File: src/rtl/dq_reg_bank.sv
// Purpose : DEPTH x WIDTH scratchpad with per-word valid bits and a sequenced bulk-clear engine.
// Latency : reads return one cycle after rd_en_i (rd_valid_o pulse); writes visible to the next read.
// Backpr. : none; while busy_o=1 every request (wr/rd/clr) is dropped and rd_data_o holds.
//
// Ports:
//   clk_i, rst_i                   clock; synchronous active-high reset
//   wr_en_i, wr_addr_i, wr_data_i  write port (out-of-range addresses dropped)
//   rd_en_i, rd_addr_i             read request
//   rd_data_o, rd_valid_o          registered read data and 1-cycle result strobe
//   clr_req_i, busy_o              start bulk clear (IDLE only); clear in progress
//
// Build option: define DQ_BANK_BYPASS_EN to forward wr_data_i to a same-cycle read of the
// same in-range address; otherwise such a read returns the pre-write contents.
module dq_reg_bank #(
  parameter int WIDTH = 4,
  parameter int DEPTH = 16,
  localparam int ADDR_W = $clog2(DEPTH)
) (
  input  logic              clk_i,
  input  logic              rst_i,
  input  logic              wr_en_i,
  input  logic [ADDR_W-1:0] wr_addr_i,
  input  logic [WIDTH-1:0]  wr_data_i,
  input  logic              rd_en_i,
  input  logic [ADDR_W-1:0] rd_addr_i,
  output logic [WIDTH-1:0]  rd_data_o,
  output logic              rd_valid_o,
  input  logic              clr_req_i,
  output logic              busy_o
);

  // One extra bit so a non-power-of-two DEPTH compares cleanly against the address.
  localparam logic [ADDR_W:0]   DEPTH_W = (ADDR_W+1)'(DEPTH);
  localparam logic [ADDR_W-1:0] LAST_IX = ADDR_W'(DEPTH - 1);

  typedef enum logic [0:0] {
    S_IDLE  = 1'b0,
    S_CLEAR = 1'b1
  } state_t;

  state_t            state_q;
  logic [ADDR_W-1:0] cnt_q;
  logic [DEPTH-1:0]  valid_q;
  logic [WIDTH-1:0]  mem_q [DEPTH];
  logic [WIDTH-1:0]  rd_data_q;
  logic              rd_valid_q;
  logic              busy_q;

  logic              wr_in_range;
  logic              rd_in_range;
  logic              idle_acc;
  logic              wr_acc;
  logic              rd_acc;
  logic [WIDTH-1:0]  rd_data_d;

  always_comb begin
    wr_in_range = {1'b0, wr_addr_i} < DEPTH_W;
    rd_in_range = {1'b0, rd_addr_i} < DEPTH_W;
    // A clear request in IDLE swallows any same-cycle read or write.
    idle_acc    = (state_q == S_IDLE) && !clr_req_i;
    wr_acc      = idle_acc && wr_en_i && wr_in_range;
    rd_acc      = idle_acc && rd_en_i;

    // Invalid or out-of-range words read as zero; mem_q is read before this
    // edge's write lands, so the non-forwarding build sees the old contents.
    rd_data_d = '0;
    if (rd_in_range && valid_q[rd_addr_i]) begin
      rd_data_d = mem_q[rd_addr_i];
    end
`ifdef DQ_BANK_BYPASS_EN
    if (rd_in_range && wr_acc && (wr_addr_i == rd_addr_i)) begin
      rd_data_d = wr_data_i;
    end
`endif
  end

  // Word storage is deliberately left out of reset; valid_q masks stale data.
  always_ff @(posedge clk_i) begin
    if (!rst_i && wr_acc) begin
      mem_q[wr_addr_i] <= wr_data_i;
    end
  end

  always_ff @(posedge clk_i) begin
    if (rst_i) begin
      state_q    <= S_IDLE;
      cnt_q      <= '0;
      valid_q    <= '0;
      rd_data_q  <= '0;
      rd_valid_q <= 1'b0;
      busy_q     <= 1'b0;
    end else begin
      rd_valid_q <= 1'b0;
      case (state_q)
        S_IDLE: begin
          if (clr_req_i) begin
            state_q <= S_CLEAR;
            cnt_q   <= '0;
            busy_q  <= 1'b1;
          end else begin
            if (rd_acc) begin
              rd_valid_q <= 1'b1;
              rd_data_q  <= rd_data_d;
            end
            if (wr_acc) begin
              valid_q[wr_addr_i] <= 1'b1;
            end
          end
        end
        S_CLEAR: begin
          // One word per cycle, so the clear lasts exactly DEPTH busy cycles.
          valid_q[cnt_q] <= 1'b0;
          if (cnt_q == LAST_IX) begin
            state_q <= S_IDLE;
            cnt_q   <= '0;
            busy_q  <= 1'b0;
          end else begin
            cnt_q <= cnt_q + ADDR_W'(1);
          end
        end
        default: begin
          state_q <= S_IDLE;
          cnt_q   <= '0;
          busy_q  <= 1'b0;
        end
      endcase
    end
  end

  assign rd_data_o  = rd_data_q;
  assign rd_valid_o = rd_valid_q;
  assign busy_o     = busy_q;

endmodule

File: config.mk
export PLATFORM = sky130hd
export DESIGN_NAME = dq_reg_bank
export DESIGN_NICKNAME = d
export VERILOG_FILES = /design/src/rtl/dq_reg_bank.sv
export SDC_FILE = /design/constraint.sdc
export NUM_CORES = 1
export LEC_CHECK = 0
export ABC_AREA = 1
export CORE_MARGIN = 2
export CORE_UTILIZATION = 64
export CTS_CLUSTER_DIAMETER = 30
export DETAILED_ROUTE_END_ITERATION = 16
export PLACE_DENSITY = 0.84
export SYNTH_ARGS = -nofsm -noshare
export SYNTH_HDL_FRONTEND = slang
export SYNTH_SLANG_ARGS = --single-unit
File: constraint.sdc
create_clock -name clk_i -period 3.4 [get_ports clk_i]
set_input_delay 0.51 -clock clk_i [delete_from_list [all_inputs] [get_ports clk_i]]
set_output_delay 0.51 -clock clk_i [all_outputs]
set_load 0.01 [all_outputs]
# Word-level counts from Yosys, hierarchy flattened
# Memory sizes are Yosys's and may differ from the RTL's.
# Cells that the tools add are included.
[word_totals]
register_bits = 27
latch_bits = 0
ram_bits = 64
mem_bits_ro = 0
out_inout_bits = 6
elab_cells = 57
memories = 1
[memory_table]
columns = ["name", "words", "width", "rd", "rd_clocked_by_memory_dff", "wr", "line_no", "text"]
rows = [
  ["mem_q", 16, 4, 1, 0, 1, "44", "logic [WIDTH-1:0] mem_q [DEPTH];"],
]
[op_classes]
add_sub_neg = 1
multipliers = 0
n_div = 0
magnitude_cmp = 5
eq_ne = 5
shifts = 0
muxes = 22
bitwise = 5
n_reduce_logical = 12
[ops]
columns = ["cell", "n"]
rows = [
  ["$mux 16", 2],
  ["$pmux 16 s2", 1],
  ["$and 16x16->16", 1],
  ["$not 16->16", 1],
  ["$or 16x16->16", 1],
  ["$lt 4x5->1 const B", 3],
  ["$mux 4", 3],
  ["$mux 1", 10],
  ["$demux 1 s4", 2],
  ["$ge 4x1->1 const B", 2],
  ["$pmux 4 s2", 1],
  ["$logic_and 1x1->1", 6],
  ["$ne 2x2->1 const B", 3],
  ["$add 4x1->4 const B", 1],
  ["$bmux 1 s4", 1],
  ["$eq 4x4->1 const B", 1],
  ["$pmux 1 s2", 2],
  ["$reduce_and 2->1", 2],
  ["$reduce_and 3->1", 1],
  ["$reduce_or 3->1", 1],
  ["$logic_not 1->1", 2],
  ["$ne 2x1->1 const B", 1],
  ["$not 1->1", 2],
]

# Longest topological paths before layout
[logic_depth]
depth_word = 8
ltp_mapped = 11
ltp_nobuf = 9

# Least setup slack after synthesis
# OpenSTA, ideal clock, no wires.
[synth_timing]
path_type = "input to register"
start = "input port rst_i"
end = "memory mem_q[13][0] (enable)"
arrival_ns = 1.399
slack_ns = 1.640
cell_stages = 5
n_path_buf = 2
path_cell_list = "clkbuf_1 -> inv_1 -> nand2_1 -> clkbuf_1 -> nor3_1"
[synth_between]
elab_chain_cells = 4
[synth_rtl]
columns = ["item", "line_no", "text"]
rows = [
  ["from (decl)", "20", "input logic rst_i,"],
  ["$logic_not 1->1", "79", "if (!rst_i && wr_acc) begin"],
  ["$logic_and 1x1->1", "79", ""],
  ["$mux 1", "79", ""],
  ["$mux 1 (implied by the code)", "80", "mem_q[wr_addr_i] <= wr_data_i;"],
  ["to (decl)", "44", ""],
]
# No other way between the ends.

# Worst setup path after layout
[layout_timing]
start = "input port clr_req_i"
end = "memory mem_q[7][2] (enable)"
[layout_between]
elab_chain_cells = 6
[layout_rtl]
columns = ["item", "line_no", "text"]
rows = [
  ["from (decl)", "28", "input logic clr_req_i,"],
  ["$logic_not 1->1", "60", "idle_acc = (state_q == S_IDLE) && !clr_req_i;"],
  ["$logic_and 1x1->1", "60", ""],
  ["$logic_and 1x1->1", "61", "wr_acc = idle_acc && wr_en_i && wr_in_range;"],
  ["$logic_and 1x1->1", "79", ""],
  ["$mux 1", "79", ""],
  ["$mux 1 (implied by the code)", "80", ""],
]
# No other way between the ends.

==> flow_summary.yaml <==
cells_and_area:
  final_util_pct: 72.9
  layout.nets: 512
  n_fill_cell: 474
  num_antenna_cells: 0
  area_growth_syn_to_layout_pct: 10.5
  layout-drive-gt1-share_pct: 4.64
yosys:
  syn-num-nets: 495
  synth.avg_cell_area_sq_um: 8.84
  synth_seq_area_share_pct: 58.8
  yosysTopAreaCell: "edfxtp_1"
  ys_async_sr_fraction_pct: 0
  yosysMostFrequentCell: "nand2_1"
  ys_ff_latch: 91
  netlist_instances: 474
  synthTopCellsByArea: "edfxtp_1 46%, dfxtp_1 13%, nand2_1 12%"
  syn_area_sq_um: 4190
  synth_flop_cell: "edfxtp_1"
  synth.distinct_cells: 26
  yosys-top-cells-count: "131 x nand2_1, 78 x inv_1, 64 x edfxtp_1, 64 x nand3_1, 27 x dfxtp_1"
  synth_edf_count: 64
  synth_top_area_share_pct: 45.9
  synth_warnings: 0
clock_network:
  htreeDepth: 3
  cts_resized: 0
  clk-insertion-delay-late_ps: 370
  tritoncts: "yes"
  root_buffer: "clkbuf_8"
  post-cts-setup-buffers: 0
  ctsLongestPathBuffers: 2
  cts_made_buffers: 9
  cts.sinks: 91
  clk_pin_slew_worst_paths_ps: 90
  hold_buffers: 0
setup_path:
  critPathTopFamily: "simple AND/OR/NAND/NOR gates"
  worst_ep_required_time_ps: 3410
  regToRegSetupSlack_ps: 1200
  cp.arrival_ps: 2300
  crit_top_cell: "nand2_1"
  critical_path.max_fanout: 13
  cp_slowest_cell: "nor3_1"
  cpPeakStageDelay_ps: 610
  crit_chain: "clkdlybuf4s50_1 > inv_1 > nand2_1 > nor2_2 > buf_4 > nand2_1 > nor3_1"
  path_buf_inv: 3
  cp-end-kind: "flip-flop"
  critPathLaunch: "clr_req_i"
  start_kind: "primary input"
  timing.rr.start: "state_q$_SDFF_PP0_"
  worstSetupPathType: "primary input to flip-flop"
route:
  drt_first_pass_iters: 7
  via_count: 3343
  via_per_inst: 5.83
  drt_iter0_drc: 426
  wl_per_cell_microns: 16.7
  totalWireLength_microns: 9590
  drtAntennaViolNets: 0
  drc: 0
timing:
  fin_crit_sh_pct: 67.6
  finalSetupViolCount: 0
  finalHoldViolations: 0
  fmax_mhz: 435
  period_needed_ps: 2300
  tightest_slew_ps: 716
  worst_slack_ps: 1100
  fin_tns_setup_ps: 0
  drv_slew: 0
  rsz0062_at_grt: "no"
  clock_skew_ps: 9.90
  max-slew-margin-rel_pct: 52.1
global_route:
  grt_pass1_wl_microns: 15300
  grt_max_degree: 43
  antenna_found_initial: 0
  grt_usage_pct: 27.9
  overflow: 0
  grt_pass1_vias: 3178
floorplanning:
  dieHeight_microns: 84.9
  die_area_sq_um: 7210
  io_pins: 23
  start_util_pct: 66.0
  core_region_area_sq_um: 6350
  std_cell_rows: 29
  die_w_microns: 84.9
pwr:
  power_density_nw_per_um2: 454
  ir_worst_vdd_uv: 280
  leakage_nw: 1.91
place:
  port_buffers: 22
  post-dp-hpwl_microns: 6540
  gp_congestion: 0.981
  post-place-ws_ps: 776
hold_path:
  worstHoldStart: "rd_data_o[3]$_SDFFE_PP0P_"
  hold_path_class: "flip-flop to flip-flop"
flow_run:
  drv_cap: 0
run_status:
  status: "complete, no violations"
[worst paths after layout]
| kind | endpoint | cells after the start |
|---|---|---|
| max | mem_q[7][2]$_DFFE_PP_ | 7 |
| min | rd_data_o[3]$_SDFFE_PP0P_ | 2 |
| max reg2reg | mem_q[7][2]$_DFFE_PP_ | 6 |
| min reg2reg | rd_data_o[3]$_SDFFE_PP0P_ | 2 |
[cells by family (layout without fill, tap and decap cells)]
kind of cell | count (synthesis) | count (layout) | share of synthesized area (%)
buf+inv | 101 | 123 | 9.95
compound gates | 36 | 36 | 5.53
xor+xnor | 1 | 1 | 0.209
fa+ha+maj | 4 | 4 | 1.19
simple gates | 241 | 241 | 24.3
flops | 91 | 91 | 58.8
[metrics by stage]
stage | total power, W | area [sq um] | instances | hold WS (ps)
2_1_floorplan | 0.00133 | 4190 | 474 | 452
3_3_place_gp | 0.00140 | 4420 | 557 | 459
3_5_place_dp | 0.00140 | 4420 | 557 | 455
4_1_cts | 0.00210 | 4630 | 573 | 470
5_1_grt | 0.00216 | 4630 | 573 | 489
6_report | 0.00210 | 4630 | 573 | 468
[where the power goes]
| group | leakage [nW] | switching (W) | total [W] | internal, W |
|---|---|---|---|---|
| clock network | 0.101 | 0.000387 | 0.000723 | 0.000336 |
| logic | 1.02 | 0.000124 | 0.000182 | 0.0000581 |
| registers | 0.794 | 0.00000649 | 0.00120 | 0.00119 |
| total | 1.91 | 0.000517 | 0.00210 | 0.00159 |
[worst reg2reg max path, stage by stage, from the launching register on]
cell and delay (ps):
dfxtp_1 400, inv_2 130, nand2_1 80, nor2_2 80
buf_4 170, nand2_1 360, nor3_1 610
[cell usage in the layout, fill, tap and decap left out, types with 2 or more instances in the layout]
master           synthesis  routed
ha_1                     4       4
buf_4                    2       4
edfxtp_1                64      64
nand3_1                 64      64
nand2_1                131     131
dfxtp_1                 27      27
clkinv_4                 0       3
inv_1                   78      78
nor3_1                  14      14
o21ai_0                  5       5
a211oi_1                 4       4
clkbuf_8                 0      10
clkdlybuf4s50_1          0      22
nor2_1                  25      25
a221oi_1                 9       9
a31oi_1                  2       2
a21oi_1                 13      13
nand4_1                  6       6
inv_2                    2       2
[cell type report]
cell class | count | area, sq um | area share, %
inverters | 81 | 304 | 6.57
multi-input cells | 282 | 1310 | 28.3
well taps | 77 | 96.3 | 2.08
clock buffers | 11 | 163 | 3.51
clock inverters | 5 | 42.5 | 0.919
flip-flops and latches | 91 | 2460 | 53.2
repair buffers | 26 | 250 | 5.41
[flip-flops by register name, summed over array words and instances, names as in the netlist]
name        cells
cnt_q           4
rd_data_o       4
rd_valid_o      1
state_q         1
mem_q          64
valid_q        16
busy_o          1
[layer usage]
metal	vias up	track usage, %	routed length [microns]
li1	1589	-	-
met4	0	9.67	225
met1	1544	36.1	3860
met3	29	6.03	828
met5	-	0	0
met2	181	46.8	4670
Power figures use the tool's default switching activity.
